### src/rtl/vx_hpdcache_tid_pkg.sv
// Shared types and sizing helpers for the HPDCache tid remapping stage.
// Latency: n/a (declarations only).
// Backpressure: n/a.
package vx_hpdcache_tid_pkg;

  localparam int DEF_ADDR_WIDTH     = 26;
  localparam int DEF_DATA_WIDTH     = 32;
  localparam int DEF_CORE_TAG_WIDTH = 16;
  localparam int DEF_TID_WIDTH      = 3;

  // Types for the default configuration; the top rebuilds the entry layout
  // from its own parameters so non-default widths stay consistent.
  typedef logic [DEF_TID_WIDTH-1:0] tid_t;

  typedef struct packed {
    tid_t                          tid;
    logic [DEF_CORE_TAG_WIDTH-1:0] tag;
    logic [DEF_DATA_WIDTH-1:0]     data;
  } rsp_entry_t;

  // Number of concurrently outstanding loads addressable by a tid field.
  function automatic int num_tids(input int tid_width);
    return 1 << tid_width;
  endfunction

endpackage

### src/rtl/VX_fifo_queue.sv
// Generic in-order FIFO with register storage; head is read from registered state.
// Latency: a push is visible at the head the following cycle.
// Backpressure: push while full and pop while empty are ignored; callers watch full/empty.
module VX_fifo_queue #(
  parameter int DATAW = 8,
  parameter int DEPTH = 8
) (
  input  logic             clk,
  input  logic             reset,
  input  logic             push,
  input  logic             pop,
  input  logic [DATAW-1:0] data_in,
  output logic [DATAW-1:0] data_out,
  output logic             empty,
  output logic             full
);

  localparam int AW = (DEPTH > 1) ? $clog2(DEPTH) : 1;
  localparam int CW = $clog2(DEPTH + 1);

  logic [DATAW-1:0] mem_q [DEPTH];
  logic [AW-1:0]    wr_ptr_q, rd_ptr_q;
  logic [CW-1:0]    cnt_q;
  logic             do_push, do_pop;

  assign empty   = (cnt_q == '0);
  assign full    = (cnt_q == CW'(DEPTH));
  assign do_push = push && !full;
  assign do_pop  = pop && !empty;

  // Storage, pointers and occupancy; storage clears on reset so the head reads zero.
  always_ff @(posedge clk or posedge reset) begin
    if (reset) begin
      for (int i = 0; i < DEPTH; i++) mem_q[i] <= '0;
      wr_ptr_q <= '0;
      rd_ptr_q <= '0;
      cnt_q    <= '0;
    end else begin
      if (do_push) begin
        mem_q[wr_ptr_q] <= data_in;
        wr_ptr_q <= (wr_ptr_q == AW'(DEPTH - 1)) ? '0 : wr_ptr_q + 1'b1;
      end
      if (do_pop) begin
        rd_ptr_q <= (rd_ptr_q == AW'(DEPTH - 1)) ? '0 : rd_ptr_q + 1'b1;
      end
      case ({do_push, do_pop})
        2'b10:   cnt_q <= cnt_q + 1'b1;
        2'b01:   cnt_q <= cnt_q - 1'b1;
        default: cnt_q <= cnt_q;
      endcase
    end
  end

  assign data_out = mem_q[rd_ptr_q];

endmodule

### src/rtl/vx_hpdcache_tid_alloc.sv
// Tid allocator: free bitmap, lowest-index priority pick, outstanding count.
// Latency: pick is combinational from the registered bitmap; alloc/free take effect next cycle.
// Backpressure: avail_o drops when every tid is held; callers gate alloc_i on it.
module vx_hpdcache_tid_alloc
  import vx_hpdcache_tid_pkg::*;
#(
  parameter int TID_WIDTH = DEF_TID_WIDTH
) (
  input  logic                 clk,
  input  logic                 rst,
  input  logic                 alloc_i,
  output logic                 avail_o,
  output logic [TID_WIDTH-1:0] alloc_tid_o,
  input  logic                 free_i,
  input  logic [TID_WIDTH-1:0] free_tid_i,
  input  logic [TID_WIDTH-1:0] query_tid_i,
  output logic                 query_busy_o,
  output logic [TID_WIDTH:0]   outstanding_o
);

  localparam int NT = num_tids(TID_WIDTH);

  logic [NT-1:0]      free_q, free_d;
  logic [TID_WIDTH:0] cnt_q, cnt_d;
  logic               do_alloc, do_free;

  // Lowest-index free tid: scan downwards so the last hit is the lowest one.
  always_comb begin
    avail_o     = 1'b0;
    alloc_tid_o = '0;
    for (int i = NT - 1; i >= 0; i--) begin
      if (free_q[i]) begin
        avail_o     = 1'b1;
        alloc_tid_o = TID_WIDTH'(i);
      end
    end
  end

  assign query_busy_o = !free_q[query_tid_i];
  assign do_alloc     = alloc_i && avail_o;
  assign do_free      = free_i && !free_q[free_tid_i];

  // Alloc and free can coincide; the freed tid is busy now, so they never collide.
  always_comb begin
    free_d = free_q;
    cnt_d  = cnt_q;
    if (do_alloc) free_d[alloc_tid_o] = 1'b0;
    if (do_free)  free_d[free_tid_i]  = 1'b1;
    case ({do_alloc, do_free})
      2'b10:   cnt_d = cnt_q + 1'b1;
      2'b01:   cnt_d = cnt_q - 1'b1;
      default: cnt_d = cnt_q;
    endcase
  end

  // Bitmap and count registers; reset frees every tid.
  always_ff @(posedge clk or posedge rst) begin
    if (rst) begin
      free_q <= '1;
      cnt_q  <= '0;
    end else begin
      free_q <= free_d;
      cnt_q  <= cnt_d;
    end
  end

  assign outstanding_o = cnt_q;

endmodule

### src/rtl/vx_hpdcache_tid_remap.sv
// Remaps wide Vortex core tags onto narrow HPDCache tids and restores them on response.
// Latency: request path combinational; response reaches the core one cycle after the cache returns it.
// Backpressure: loads stall when no tid is free; responses queue in a FIFO that cannot overflow.
// Optional build macro VX_HPDC_TID_PERF_EN adds saturating perf_tid_stall / perf_loads counters.
module vx_hpdcache_tid_remap
  import vx_hpdcache_tid_pkg::*;
#(
  parameter int ADDR_WIDTH     = DEF_ADDR_WIDTH,
  parameter int DATA_WIDTH     = DEF_DATA_WIDTH,
  parameter int CORE_TAG_WIDTH = DEF_CORE_TAG_WIDTH,
  parameter int TID_WIDTH      = DEF_TID_WIDTH
) (
  input  logic                      clk,
  input  logic                      reset,
  input  logic                      core_req_valid,
  input  logic                      core_req_rw,
  input  logic [ADDR_WIDTH-1:0]     core_req_addr,
  input  logic [DATA_WIDTH-1:0]     core_req_data,
  input  logic [DATA_WIDTH/8-1:0]   core_req_byteen,
  input  logic [CORE_TAG_WIDTH-1:0] core_req_tag,
  output logic                      core_req_ready,
  output logic                      out_req_valid,
  output logic                      out_req_rw,
  output logic [ADDR_WIDTH-1:0]     out_req_addr,
  output logic [DATA_WIDTH-1:0]     out_req_data,
  output logic [DATA_WIDTH/8-1:0]   out_req_byteen,
  output logic [TID_WIDTH-1:0]      out_req_tid,
  input  logic                      out_req_ready,
  input  logic                      out_rsp_valid,
  input  logic [TID_WIDTH-1:0]      out_rsp_tid,
  input  logic [DATA_WIDTH-1:0]     out_rsp_data,
  output logic                      core_rsp_valid,
  output logic [DATA_WIDTH-1:0]     core_rsp_data,
  output logic [CORE_TAG_WIDTH-1:0] core_rsp_tag,
  input  logic                      core_rsp_ready,
  output logic                      idle,
  output logic [TID_WIDTH:0]        outstanding
`ifdef VX_HPDC_TID_PERF_EN
  ,
  output logic [31:0]               perf_tid_stall,
  output logic [31:0]               perf_loads
`endif
);

  localparam int NT = num_tids(TID_WIDTH);

  typedef struct packed {
    logic [TID_WIDTH-1:0]      tid;
    logic [CORE_TAG_WIDTH-1:0] tag;
    logic [DATA_WIDTH-1:0]     data;
  } entry_t;

  logic                      tid_avail;
  logic [TID_WIDTH-1:0]      alloc_tid;
  logic                      alloc_fire;
  logic                      rsp_tid_busy;
  logic                      rsp_push;
  logic                      rsp_pop;
  logic                      fifo_empty;
  logic                      fifo_full;
  entry_t                    push_entry;
  entry_t                    head_entry;
  logic [CORE_TAG_WIDTH-1:0] tag_table_q [NT];

  // Stores bypass tid allocation; loads need a free tid before they can leave.
  assign out_req_valid  = core_req_valid && (core_req_rw || tid_avail);
  assign core_req_ready = out_req_ready && (core_req_rw || tid_avail);
  assign out_req_rw     = core_req_rw;
  assign out_req_addr   = core_req_addr;
  assign out_req_data   = core_req_data;
  assign out_req_byteen = core_req_byteen;
  assign out_req_tid    = core_req_rw ? '0 : alloc_tid;
  assign alloc_fire     = core_req_valid && core_req_ready && !core_req_rw;

  // A tid stays held until the core has taken its response, which caps FIFO occupancy.
  assign rsp_pop  = core_rsp_valid && core_rsp_ready;
  assign rsp_push = out_rsp_valid && rsp_tid_busy;

  vx_hpdcache_tid_alloc #(
    .TID_WIDTH (TID_WIDTH)
  ) u_alloc (
    .clk           (clk),
    .rst           (reset),
    .alloc_i       (alloc_fire),
    .avail_o       (tid_avail),
    .alloc_tid_o   (alloc_tid),
    .free_i        (rsp_pop),
    .free_tid_i    (head_entry.tid),
    .query_tid_i   (out_rsp_tid),
    .query_busy_o  (rsp_tid_busy),
    .outstanding_o (outstanding)
  );

  // Capture the core tag against the tid handed out on a load handshake.
  always_ff @(posedge clk) begin
    if (alloc_fire) tag_table_q[alloc_tid] <= core_req_tag;
  end

  assign push_entry.tid  = out_rsp_tid;
  assign push_entry.tag  = tag_table_q[out_rsp_tid];
  assign push_entry.data = out_rsp_data;

  VX_fifo_queue #(
    .DATAW ($bits(entry_t)),
    .DEPTH (NT)
  ) u_rsp_fifo (
    .clk      (clk),
    .reset    (reset),
    .push     (rsp_push),
    .pop      (rsp_pop),
    .data_in  (push_entry),
    .data_out (head_entry),
    .empty    (fifo_empty),
    .full     (fifo_full)
  );

  assign core_rsp_valid = !fifo_empty;
  assign core_rsp_data  = head_entry.data;
  assign core_rsp_tag   = head_entry.tag;
  assign idle           = (outstanding == '0) && fifo_empty;

  // Check response-side invariants: unknown tids are dropped, the FIFO never overflows.
  always_ff @(posedge clk) begin
    if (!reset && out_rsp_valid) begin
      assert (rsp_tid_busy)
        else $warning("vx_hpdcache_tid_remap: response for unallocated tid %0d dropped", out_rsp_tid);
      assert (!(rsp_push && fifo_full))
        else $error("vx_hpdcache_tid_remap: response FIFO overflow");
    end
  end

`ifdef VX_HPDC_TID_PERF_EN
  logic        load_stall;
  logic [31:0] perf_tid_stall_q, perf_loads_q;

  assign load_stall = core_req_valid && !core_req_rw && out_req_ready && !tid_avail;

  // Saturating counters for tid-starvation cycles and accepted loads.
  always_ff @(posedge clk or posedge reset) begin
    if (reset) begin
      perf_tid_stall_q <= '0;
      perf_loads_q     <= '0;
    end else begin
      if (load_stall && perf_tid_stall_q != 32'hFFFF_FFFF) perf_tid_stall_q <= perf_tid_stall_q + 32'd1;
      if (alloc_fire && perf_loads_q != 32'hFFFF_FFFF)     perf_loads_q     <= perf_loads_q + 32'd1;
    end
  end

  assign perf_tid_stall = perf_tid_stall_q;
  assign perf_loads     = perf_loads_q;
`endif

endmodule

### config.mk
export PLATFORM = sky130hd
export DESIGN_NAME = vx_hpdcache_tid_remap
export DESIGN_NICKNAME = d
export VERILOG_FILES = /design/src/rtl/vx_hpdcache_tid_pkg.sv /design/src/rtl/VX_fifo_queue.sv /design/src/rtl/vx_hpdcache_tid_alloc.sv /design/src/rtl/vx_hpdcache_tid_remap.sv
export SDC_FILE = /design/constraint.sdc
export NUM_CORES = 1
export LEC_CHECK = 0
export BUFFER_PORTS_ARGS = -buffer_cell sky130_fd_sc_hd__buf_4
export CAP_MARGIN = 25
export CORE_MARGIN = 2
export CORE_UTILIZATION = 50
export CTS_BUF_LIST = sky130_fd_sc_hd__clkbuf_2
export DETAILED_ROUTE_END_ITERATION = 8
export PLACE_DENSITY = 0.68
export SLEW_MARGIN = 20
export SYNTH_ARGS = -nofsm -noshare
export SYNTH_HDL_FRONTEND = slang
export SYNTH_HIERARCHICAL = 1
export SYNTH_SLANG_ARGS = --single-unit
export TNS_END_PERCENT = 20
### constraint.sdc
create_clock -name clk -period 14.94 [get_ports clk]
set_input_delay 0.747 -clock clk [delete_from_list [all_inputs] [get_ports clk]]
set_output_delay 0.747 -clock clk [all_outputs]
set_load 0.05 [all_outputs]
==> flow_metrics.tcl, run 1 <==
set metrics [dict create \
    outcome "finished clean" \
    synth_seq_cells 558 \
    crit_chain "buf_4, mux4_2, mux2_2, buf_4" \
    grt_pass1_vias 15300 \
    rsz0062_at_grt "no" \
    synth.net_count 1599 \
    netlist_area_um2 25500 \
    clock_latency_ns 1.29 \
    io_pins 242 \
    final_cell_mix "419 x dfrtp_1, 381 x mux2_2, 221 x clkbuf_2" \
    drv_cap 0 \
    dpl_cell_area_um2 26600 \
    setup_viol 0 \
    synth_top_family_by_area "multiplexers" \
    worstPathRequired_ns 14.19 \
    overflow 0 \
    final_common_cell "dfrtp_1" \
    slowest_stage "buf_4" \
    drv_slew 0 \
    die_h_um 230 \
    synthAdderAreaFrac_pct 0.568 \
    cp-start-kind "register" \
    wirelength_um 52500 \
    cp_data_arrival_time_ns 4.29 \
    total_leakage_power_nw 12.3 \
    dp_cells 2131 \
    clk_pin_slew_worst_paths_ns 0.11 \
    post-route-drc-count 0 \
    synthSimpleGateAreaFrac_pct 1.67 \
    fin_setup_tns_ns 0 \
    drive_above_1_share_pct 56.2 \
    crit_buf_inv 2 \
    synthCells 1468 \
    path_class "reg2out" \
    fin_nets 1801 \
    hpwl_um 28800 \
    cts_tree "yes" \
    drt-vias-per-instance 5.59 \
    cts_buffer_depth 3 \
    cts_buffers 149 \
    htreeDepth 4 \
    die_w_um 230 \
    grt_antenna_before_repair 1 \
    worst_setup_path_end_kind "primary output" \
    cts.repair.resized 0 \
    fin_crit_sh_pct 33.7 \
    grt_max_degree 157 \
    worstMarginPinSlew_ns 1.03 \
    wire_per_inst_um 21.4 \
    synth_seq_area_share_pct 57.2 \
    avgSynthCellArea_um2 17.4 \
    grt_pass1_wl_um 85200 \
    vias 13700 \
    core_um2 50300 \
    cp_top_family "buffers and inverters" \
    dieArea_um2 52900 \
    drtIter0Drc 646 \
    synth_edf_count 128 \
    clockRootBuffer "clkbuf_2" \
    critPathMaxStageDelay_ns 0.93 \
    synth_warnings 6 \
    post_cts_buffers 0 \
    yosysUniqueCellTypes 57 \
    design_area_um2 28500 \
    yosys.area.top_type "dfrtp_1" \
    final_core_util_pct 56.8 \
    postCtsHoldBufs 58 \
    synthTopCellsByArea "dfrtp_1 41%, mux2_2 17%, edfxtp_1 15%, mux4_2 9.6%, mux2_4 5.9%" \
    fin_cells 2456 \
    synth_mux_area_share_pct 35.4 \
    ir_worst_vdd_uv 128 \
    synth_compound_area_share_pct 0.945 \
    period_minus_slack_ns 5.03 \
    track_usage_pct 20.7 \
    power.density_nw_per_um2 228 \
    cp_max_fo 64 \
    synth_xor_area_share_pct 0.240 \
    place_congestion 0.741 \
    area_growth_pct 11.7 \
    start_util_pct 50.8 \
    port_buffers 117 \
    synthArstFlopShare_pct 77.1 \
    finalClockSkew_ns 0.102 \
    finalPower_w 0.00650 \
    crit_top_cell "buf_4" \
    synth_top_area_share_pct 41.3 \
    max_freq_mhz 199 \
    first_pass_iters 4 \
    cts.sinks 558 \
    hold_violations 0 \
    slew_headroom_pct 31.0 \
    fp-row-count 82 \
    postRouteAntennaNets 0 \
    hold_class "in2reg" \
    synth-main-ff-cell "dfrtp_1" \
]
==> flip-flops by register name, indices dropped and copies added (netlist names) <==
register,count
tag_table_q,128
u_rsp_fifo/cnt_q,4
u_rsp_fifo/mem_q,408
u_rsp_fifo/rd_ptr_q,3
u_alloc/free_q,8
u_alloc/outstanding_o,4
u_rsp_fifo/wr_ptr_q,3
==> layout make-up <==
cell class	instances	area [um^2]
Antenna cell	4	10.0
Timing Repair Buffer	200	1710
Clock buffer	221	1110
Sequential cell	558	14600
Fill cell	4046	21700
Tap cell	672	841
Clock inverter	40	164
Inverter	14	60.1
Multi-Input combinational cell	747	10000
==> synth_stat cells, types with 5 or more instances <==
cell type	n
a21oi_1	7
buf_1	7
buf_2	39
buf_4	66
buf_6	15
clkbuf_1	21
dfrtp_1	422
dfstp_2	8
edfxtp_1	128
ha_1	10
inv_1	13
mux2_2	381
mux2_4	100
mux4_1	28
mux4_2	109
nand2_1	13
nand3_1	8
nor2_1	10
nor2b_1	7
nor3_1	9
o21ai_0	5
xor2_1	5
==> where the power goes <==
| part | internal, W | switching, W |
|---|---|---|
| Sequential | 0.00216 | 0.000360 |
| Combinational | 0.00151 | 0.00146 |
| Clock | 0.000394 | 0.000627 |
| Total | 0.00406 | 0.00245 |
==> metrics by stage <==
step | hold slack, ns | worst slack (ns)
after floorplan | 0.452 | 2.56
after global placement | 0.468 | 10.39
after detailed placement | 0.472 | 10.28
after CTS | 0.00682 | 9.71
after global routing | 0.151 | 9.76
final | 0.151 | 9.91
==> cells by family (layout without fill, tap and decap cells) <==
family	count (synthesis)	in the layout
xor+xnor	7	7
fa+ha+maj	11	11
mux	623	623
compound gates	33	33
other cells	0	4
buf+inv	163	475
flops	558	558
simple gates	73	73
==> worst register-to-register path, cell delays in order (launching register included) <==
cell	delay [ns]
dfrtp_4	0.92
mux4_2	0.60
mux2_2	0.40
mux4_2	0.49
a211oi_1	0.41
ha_1	0.32
xor2_1	0.11
ha_1	0.20
a21oi_1	0.16
xor2_1	0.16
nor2_1	0.06
xor2_1	0.14
==> layer usage <==
layer  GRT usage, %  wire length (um)
met1           28.0             23600
met2           32.7             25400
met3           4.69              2440
met4           8.65              1030
met5              0                 0
==> path summary, 6_finish.rpt <==
kind	slack, ns	cells past startpoint	start	endpoint
max	9.91	4	u_rsp_fifo/rd_ptr_q[1]$_DFFE_PP0P_	core_rsp_tag[14]
min	0.15	2	out_rsp_tid[0]	u_rsp_fifo/mem_q[405]$_DFFE_PP0P_
max reg2reg	10.86	11	u_rsp_fifo/rd_ptr_q[1]$_DFFE_PP0P_	u_alloc/outstanding_o[2]$_DFFE_PP0P_
min reg2reg	0.49	1	u_rsp_fifo/mem_q[101]$_DFFE_PP0P_	u_rsp_fifo/mem_q[101]$_DFFE_PP0P_
max in group asynchronous	12.24	6	reset	u_rsp_fifo/mem_q[8]$_DFFE_PP0P_
min in group asynchronous	0.74	4	reset	u_alloc/outstanding_o[3]$_DFFE_PP0P_
(Power assumes the default switching activity.)
==> run 2: changes to the inputs <==
--- a/config.mk
+++ b/config.mk
@@ -5,13 +5,14 @@
 export SDC_FILE = /design/constraint.sdc
 export NUM_CORES = 1
 export LEC_CHECK = 0
+export ABC_AREA = 1
 export BUFFER_PORTS_ARGS = -buffer_cell sky130_fd_sc_hd__buf_4
 export CAP_MARGIN = 25
 export CORE_MARGIN = 2
 export CORE_UTILIZATION = 50
 export CTS_BUF_LIST = sky130_fd_sc_hd__clkbuf_2
 export DETAILED_ROUTE_END_ITERATION = 8
-export PLACE_DENSITY = 0.68
+export PLACE_DENSITY = 0.7
 export SLEW_MARGIN = 20
 export SYNTH_ARGS = -nofsm -noshare
 export SYNTH_HDL_FRONTEND = slang
==> constraint.sdc (replaced) <==
create_clock -name clk -period 4.5 [get_ports clk]
set_input_delay 0.225 -clock clk [delete_from_list [all_inputs] [get_ports clk]]
set_output_delay 0.225 -clock clk [all_outputs]
set_load 0.05 [all_outputs]
==> run 2 against run 1 <==
  * Sequential share of layout area down 6.9 points
  * Clock-buffer cell count up 5
  * Register-to-register slack worse by 11 ns
  * Sequential power rose to 3.2 times the previous value
  * Routed wire length up 61%
  * Hold slack better by 0.038 ns
  * Global-route usage up 7.0 points
  * Highest routed layer is now met5
==> flow_metrics.tcl, run 2 <==
set metrics [dict create \
    path_class "reg2out" \
    track_usage_pct 27.8 \
    netlist_area_um2 29900 \
    avgSynthCellArea_um2 7.30 \
    dieArea_um2 61700 \
    clockRootBuffer "clkbuf_2" \
    grt_antenna_before_repair 3 \
    cp_top_family "buffers and inverters" \
    synthCells 4093 \
    cp-start-kind "register" \
    r2r_start "u_alloc/free_q[2]$_DFF_PP1_" \
    fin_nets 4264 \
    drv_slew 0 \
    wire_per_inst_um 16.9 \
    drtIter0Drc 2691 \
    largest_reg_flops 408 \
    grt_pass1_wl_um 135000 \
    outcome "finished clean" \
    holdCritStartpoint "out_rsp_tid[2]" \
    r2r-end "u_rsp_fifo/mem_q[22]$_DFFE_PP0P_" \
    fin_setup_tns_ns 0 \
    port_buffers 117 \
    power.density_nw_per_um2 702 \
    setup_viol 0 \
    wirelength_um 84600 \
    reg2reg_depth 13 \
    critPathMaxStageDelay_ns 0.75 \
    postRouteAntennaNets 0 \
    rrSetupSlack_ns 0.24 \
    grt_max_degree 243 \
    hold_violations 0 \
    pre_cts_slack_ns 1.09 \
    final_common_cell "nand2_1" \
    synth.net_count 4224 \
    min_to "u_rsp_fifo/mem_q[97]$_DFFE_PP0P_" \
    worstPathRequired_ns 4.28 \
    worst_setup_path_end_kind "primary output" \
    overflow 0 \
    cts_buffer_depth 3 \
    cp_max_fo 172 \
    place_congestion 0.787 \
    post-route-drc-count 0 \
    clock_latency_ns 1.41 \
    final_cell_mix "1,765 x nand2_1, 427 x nor2_1, 419 x dfrtp_1" \
    first_pass_iters 5 \
    synth_warnings 6 \
    setup_ws_ns 0.166 \
    crit_buf_inv 3 \
    area_growth_pct 10.3 \
    slowest_stage "dfrtp_4" \
    clk_pin_slew_worst_paths_ns 0.10 \
    drive_above_1_share_pct 11.0 \
    cts_tree "yes" \
    vias 26600 \
    die_w_um 248 \
    drt-vias-per-instance 5.29 \
    crit_chain "buf_16, buf_6, nor2_1, nor2_1, nand2_1, nand2_1, nand2_1, nand2_1, buf_4" \
    cts_buffers 150 \
    period_minus_slack_ns 4.33 \
    finalClockSkew_ns 0.0961 \
    max_freq_mhz 231 \
    start_util_pct 50.6 \
    hpwl_um 41000 \
    core_um2 59000 \
    fin_crit_sh_pct 96.3 \
    hold_class "in2reg" \
    die_h_um 248 \
    worst_hold_path.num_cells 6 \
    rsz0062_at_grt "yes" \
    drv_cap 0 \
    total_leakage_power_nw 17.7 \
    slew_headroom_pct 19.0 \
    htreeDepth 4 \
    crit_top_cell "nand2_1" \
    fp-row-count 89 \
    grt_pass1_vias 25000 \
    cts.sinks 558 \
    worstMarginPinSlew_ns 1.22 \
    ir_worst_vdd_uv 545 \
    max_flop_register "u_rsp_fifo/mem_q" \
    io_pins 242 \
    cp_data_arrival_time_ns 4.11 \
    reg.largest.list "u_rsp_fifo/mem_q x408, tag_table_q x128, u_alloc/free_q x8" \
]
-- run 2: cell count changes in the layout (fill, tap and decap cells not counted), moves of 64 or more --
cell | previous run | this run
nand2_1 | 13 | 1765
mux2_2 | 381 | 0
dlygate4sd3_1 | 58 | 122
mux2_4 | 100 | 0
mux4_2 | 109 | 0
nand4_1 | 0 | 415
inv_1 | 12 | 366
nand3_1 | 7 | 74
nor2_1 | 10 | 427
-- run 2: area by class of cell --
type                            count  area [um^2]
Antenna cell                        7         17.5
Fill cell                        5614        26100
Clock buffer                      226         1130
Inverter                          381         1440
Timing Repair Buffer              282         2570
Multi-Input combinational cell   2760        12000
Sequential cell                   558        14600
Clock inverter                     31          223
Tap cell                          773          967
-- run 2: worst max path at each step --
stage,startpoint,to,slack (ns),depth (start not counted)
after detailed placement,u_rsp_fifo/rd_ptr_q[0]$_DFFE_PP0P_,core_rsp_tag[13],1.09,9
final,u_rsp_fifo/rd_ptr_q[0]$_DFFE_PP0P_,core_rsp_tag[11],0.17,9
after CTS,u_rsp_fifo/rd_ptr_q[1]$_DFFE_PP0P_,core_rsp_tag[1],0.02,9
after floorplan,reset,u_rsp_fifo/cnt_q[0]$_DFFE_PP0P_,-1.36,1
after global placement,u_rsp_fifo/rd_ptr_q[0]$_DFFE_PP0P_,core_rsp_tag[13],1.09,9
after global routing,u_rsp_fifo/rd_ptr_q[0]$_DFFE_PP0P_,core_rsp_tag[11],-0.18,9
-- run 2: worst reg2reg max path, cell delays in order, from the launching register on --
cell and delay, ns:
dfstp_2 0.41, inv_1 0.15, o21ai_0 0.12, nand2_1 0.07, nor2_1 0.04, a31oi_1 0.15, nand2_1 0.07, dlygate4sd3_1 0.63
inv_8 0.31, buf_12 0.73, nand4_1 0.34, dlygate4sd3_1 0.63, nand2_1 0.08, dlygate4sd3_1 0.55
-- run 2: power breakdown --
group	total [W]	switching, W	internal, W	leakage, nW
combinational	0.0113	0.00798	0.00335	9.97
clock	0.00365	0.00222	0.00143	1.04
sequential	0.00813	0.00116	0.00697	6.65
total	0.0231	0.0114	0.0118	17.7
-- run 2: routing by layer --
layer | vias up | global-route usage [%] | wire, um
met1 | 12500 | 38.9 | 36600
met2 | 974 | 42.9 | 39600
met4 | 4 | 9.86 | 1830
met5 | - | 0.556 | 59
li1 | 12900 | - | -
met3 | 159 | 5.66 | 6490
-- run 2: metrics by stage --
step,power (W),instance area [um^2],instances,utilization (%),hold slack [ns]
6_report,0.0231,32900,5018,55.8,0.189
5_1_grt,0.0250,32900,5016,55.8,0.0767
4_1_cts,0.0231,32900,5010,55.7,0.0135
3_5_place_dp,0.0193,30300,4630,51.3,0.195
3_3_place_gp,0.0191,30300,4629,51.3,0.189
2_1_floorplan,0.0165,29900,4093,-,0.0840
-- run 2: repair_timing --
item                                     CTS  global route
endpoints found under the setup margin    38            13
resized for setup                          5             2
buffers inserted                           1             0
hold buffers                             122             0
endpoints found under the hold margin   1116             0
==> run 3: changes to the inputs <==
--- a/config.mk
+++ b/config.mk
@@ -6,16 +6,16 @@
 export NUM_CORES = 1
 export LEC_CHECK = 0
 export ABC_AREA = 1
+export ABC_CLOCK_PERIOD_IN_PS = 4500
 export BUFFER_PORTS_ARGS = -buffer_cell sky130_fd_sc_hd__buf_4
 export CAP_MARGIN = 25
 export CORE_MARGIN = 2
 export CORE_UTILIZATION = 50
 export CTS_BUF_LIST = sky130_fd_sc_hd__clkbuf_2
 export DETAILED_ROUTE_END_ITERATION = 8
-export PLACE_DENSITY = 0.7
+export PLACE_DENSITY = 0.71
 export SLEW_MARGIN = 20
 export SYNTH_ARGS = -nofsm -noshare
 export SYNTH_HDL_FRONTEND = slang
-export SYNTH_HIERARCHICAL = 1
 export SYNTH_SLANG_ARGS = --single-unit
 export TNS_END_PERCENT = 20
==> run 3 against run 2 <==
  * Highest routed layer is now met4
  * Register-to-register slack improved by 0.79 ns
  * First-iteration DRC count decreased by 29%
  * Critical path depth is 2 lower
  * Die area fell by 16%
==> flow_metrics.tcl, run 3 <==
set metrics [dict create \
    max_freq_mhz 239 \
    area_growth_pct 12.4 \
    post-route-drc-count 0 \
    drive_above_1_share_pct 12.6 \
    grt_pass1_vias 20100 \
    postRouteAntennaNets 0 \
    grt_pass1_wl_um 103000 \
    hpwl_um 34200 \
    worst_setup_path_end_kind "primary output" \
    synth_seq_cells 558 \
    synth_top_area_share_pct 42.4 \
    io_pins 242 \
    total_leakage_power_nw 12.8 \
    grt_max_degree 195 \
    netlist_area_um2 24900 \
    timing.hold.ws_ns 0.176 \
    cp-start-kind "register" \
    hold_violations 0 \
    drv_slew 0 \
    reg.largest.list "u_rsp_fifo.mem_q x408, tag_table_q x128, u_alloc.free_q x8" \
    synthSimpleGateAreaFrac_pct 15.5 \
    dp_cells 3339 \
    final_core_util_pct 57.1 \
    worstPathRequired_ns 4.28 \
    synth_seq_area_share_pct 58.6 \
    fin_setup_tns_ns 0 \
    synth_compound_area_share_pct 17.2 \
    synth_warnings 0 \
    ir_worst_vdd_uv 488 \
    p_int_w 0.0112 \
    switching_power_w 0.00910 \
    synthCells 2779 \
    max_flop_register "u_rsp_fifo.mem_q" \
    grt_antenna_before_repair 2 \
    final_cell_mix "629 x o21ai_0, 516 x nand2_1, 441 x nor2_1" \
    setup_viol 0 \
    synth_xor_area_share_pct 0.246 \
    drt-vias-per-instance 5.52 \
    fin_cells 3672 \
    worstMarginPinSlew_ns 1.00 \
    first_pass_iters 6 \
    outcome "finished clean" \
    rsz0062_at_grt "no" \
    fp-row-count 81 \
    fin_crit_sh_pct 92.9 \
    clock_latency_ns 1.30 \
    clock_power_share_pct 16.1 \
    slew_headroom_pct 33.2 \
    synth_mux_area_share_pct 0.643 \
    min_to "u_alloc.free_q[4]$_DFF_PP1_" \
    cp_max_fo 87 \
    cts.sinks 558 \
    hold_class "in2reg" \
    path_class "reg2out" \
    drtIter0Drc 1906 \
    largest_reg_flops 408 \
    ys_top_cells_by_count "629 x o21ai_0, 521 x nand2_1, 441 x nor2_1, 422 x dfrtp_1, 130 x clkbuf_1" \
    synth_top_family_by_area "compound AO/OA/AOI/OAI gates" \
    p_sw_share_pct 44.9 \
    finalPower_w 0.0203 \
    synth_edf_count 128 \
    vias 20300 \
    synthTopCellsByArea "dfrtp_1 42%, edfxtp_1 15%, o21ai_0 13%, nand2_1 7.8%, nor2_1 6.6%" \
    final_common_cell "o21ai_0" \
    cts_buffers 144 \
    overflow 0 \
    synthArstFlopShare_pct 77.1 \
    die_h_um 227 \
    cp_data_arrival_time_ns 3.96 \
    r2r_start "u_rsp_fifo.rd_ptr_q[1]$_DFFE_PP0P_" \
    dieArea_um2 51600 \
    synth_most_common_cell "o21ai_0" \
    rrSetupSlack_ns 1.03 \
    combPwrFrac_pct 44.2 \
    place_congestion 0.799 \
    clk_pin_slew_worst_paths_ns 0.09 \
    wire_per_inst_um 17.3 \
    avgSynthCellArea_um2 8.97 \
    period_minus_slack_ns 4.18 \
    seq_power_share_pct 39.7 \
    power.density_nw_per_um2 724 \
    cts_tree "yes" \
    yosysUniqueCellTypes 34 \
    clockRootBuffer "clkbuf_2" \
    finalClockSkew_ns 0.0746 \
    synth-main-ff-cell "dfrtp_1" \
    wirelength_um 63500 \
    yosys.area.top_type "dfrtp_1" \
    start_util_pct 50.8 \
    cts_buffer_depth 3 \
    worst_hold_path.num_cells 9 \
    track_usage_pct 25.3 \
    htreeDepth 4 \
    core_um2 49100 \
    fin_nets 3063 \
    synthAdderAreaFrac_pct 0.582 \
    n_fill_cell 4427 \
    die_w_um 227 \
    holdCritStartpoint "out_req_ready" \
    drv_cap 0 \
    synth.net_count 2910 \
    r2r-end "u_alloc.outstanding_o[2]$_DFFE_PP0P_" \
    reg2reg_depth 18 \
    port_buffers 117 \
]
## run 3: cells by family (layout without fill, tap and decap cells)
logic type,after synthesis,in the layout
other cells,0,2
mux,16,16
compound gates,818,818
xor+xnor,7,7
flops,558,558
fa+ha+maj,11,11
simple gates,1012,1012
buf+inv,357,584
## run 3: cell type report
| class | instances | area (um^2) | share of cell area, % |
|---|---|---|---|
| Multi-Input combinational cell | 1864 | 8580 | 30.6 |
| Clock buffer | 196 | 981 | 3.50 |
| Inverter | 101 | 390 | 1.39 |
| Antenna cell | 2 | 5.00 | 0.0179 |
| Sequential cell | 558 | 14600 | 52.2 |
| Tap cell | 664 | 831 | 2.97 |
| Timing Repair Buffer | 263 | 2440 | 8.71 |
| Clock inverter | 24 | 170 | 0.607 |
## run 3: worst max path at each step
| stage | from | end | slack [ns] | depth (start not counted) |
|---|---|---|---|---|
| after global routing | u_rsp_fifo.rd_ptr_q[0]$_DFFE_PP0P_ | core_rsp_data[27] | 0.05 | 7 |
| after CTS | u_rsp_fifo.rd_ptr_q[1]$_DFFE_PP0P_ | core_rsp_tag[15] | 0.19 | 7 |
| final | u_rsp_fifo.rd_ptr_q[1]$_DFFE_PP0P_ | core_rsp_tag[1] | 0.32 | 7 |
| after global placement | out_rsp_tid[0] | u_rsp_fifo.cnt_q[3]$_DFFE_PP0P_ | 0.87 | 16 |
| after floorplan | reset | u_alloc.outstanding_o[0]$_DFFE_PP0P_ | -1.52 | 1 |
| after detailed placement | out_rsp_tid[0] | u_rsp_fifo.cnt_q[3]$_DFFE_PP0P_ | 0.94 | 16 |
## run 3: metal layers
metal	vias up	share of wire (%)	wire length, um	GRT usage, %
li1	9618	-	-	-
met1	9719	43	27100	32.5
met2	800	47	30100	41.0
met3	132	7.5	4770	5.80
met4	0	2.4	1510	12.0
met5	-	0	0	0
## run 3: what timing repair did
action	in CTS	in global routing
endpoints found under the setup margin	8	0
buffers inserted	0	0
hold buffers	111	0
hold endpoints to repair	1108	0
resized for setup	1	0
## run 3: power by group through the flow
stage	Clock [W]	Combinational [W]	Sequential, W
final	0.00327	0.00895	0.00805
after global routing	0.00364	0.00997	0.00826
after CTS	0.00337	0.00897	0.00801
after detailed placement	0	0.00886	0.00810
after global placement	0	0.00862	0.00802
after floorplan	0	0.00673	0.00782
## run 3: per-stage QoR
step	cell area, um^2	worst slack, ns
6_report	28000	0.319
5_1_grt	28000	0.0467
3_5_place_dp	25700	0.937
3_3_place_gp	25700	0.873
4_1_cts	28000	0.185
2_1_floorplan	24900	-1.52
## run 3: critical path, cell delays in order (launching register included)
cell and delay, ns:
dfrtp_4 0.65, clkinv_2 0.29, buf_6 0.68, o21ai_0 0.20
o22ai_1 0.16, nor2_1 0.06, a31oi_1 0.35, buf_4 0.28
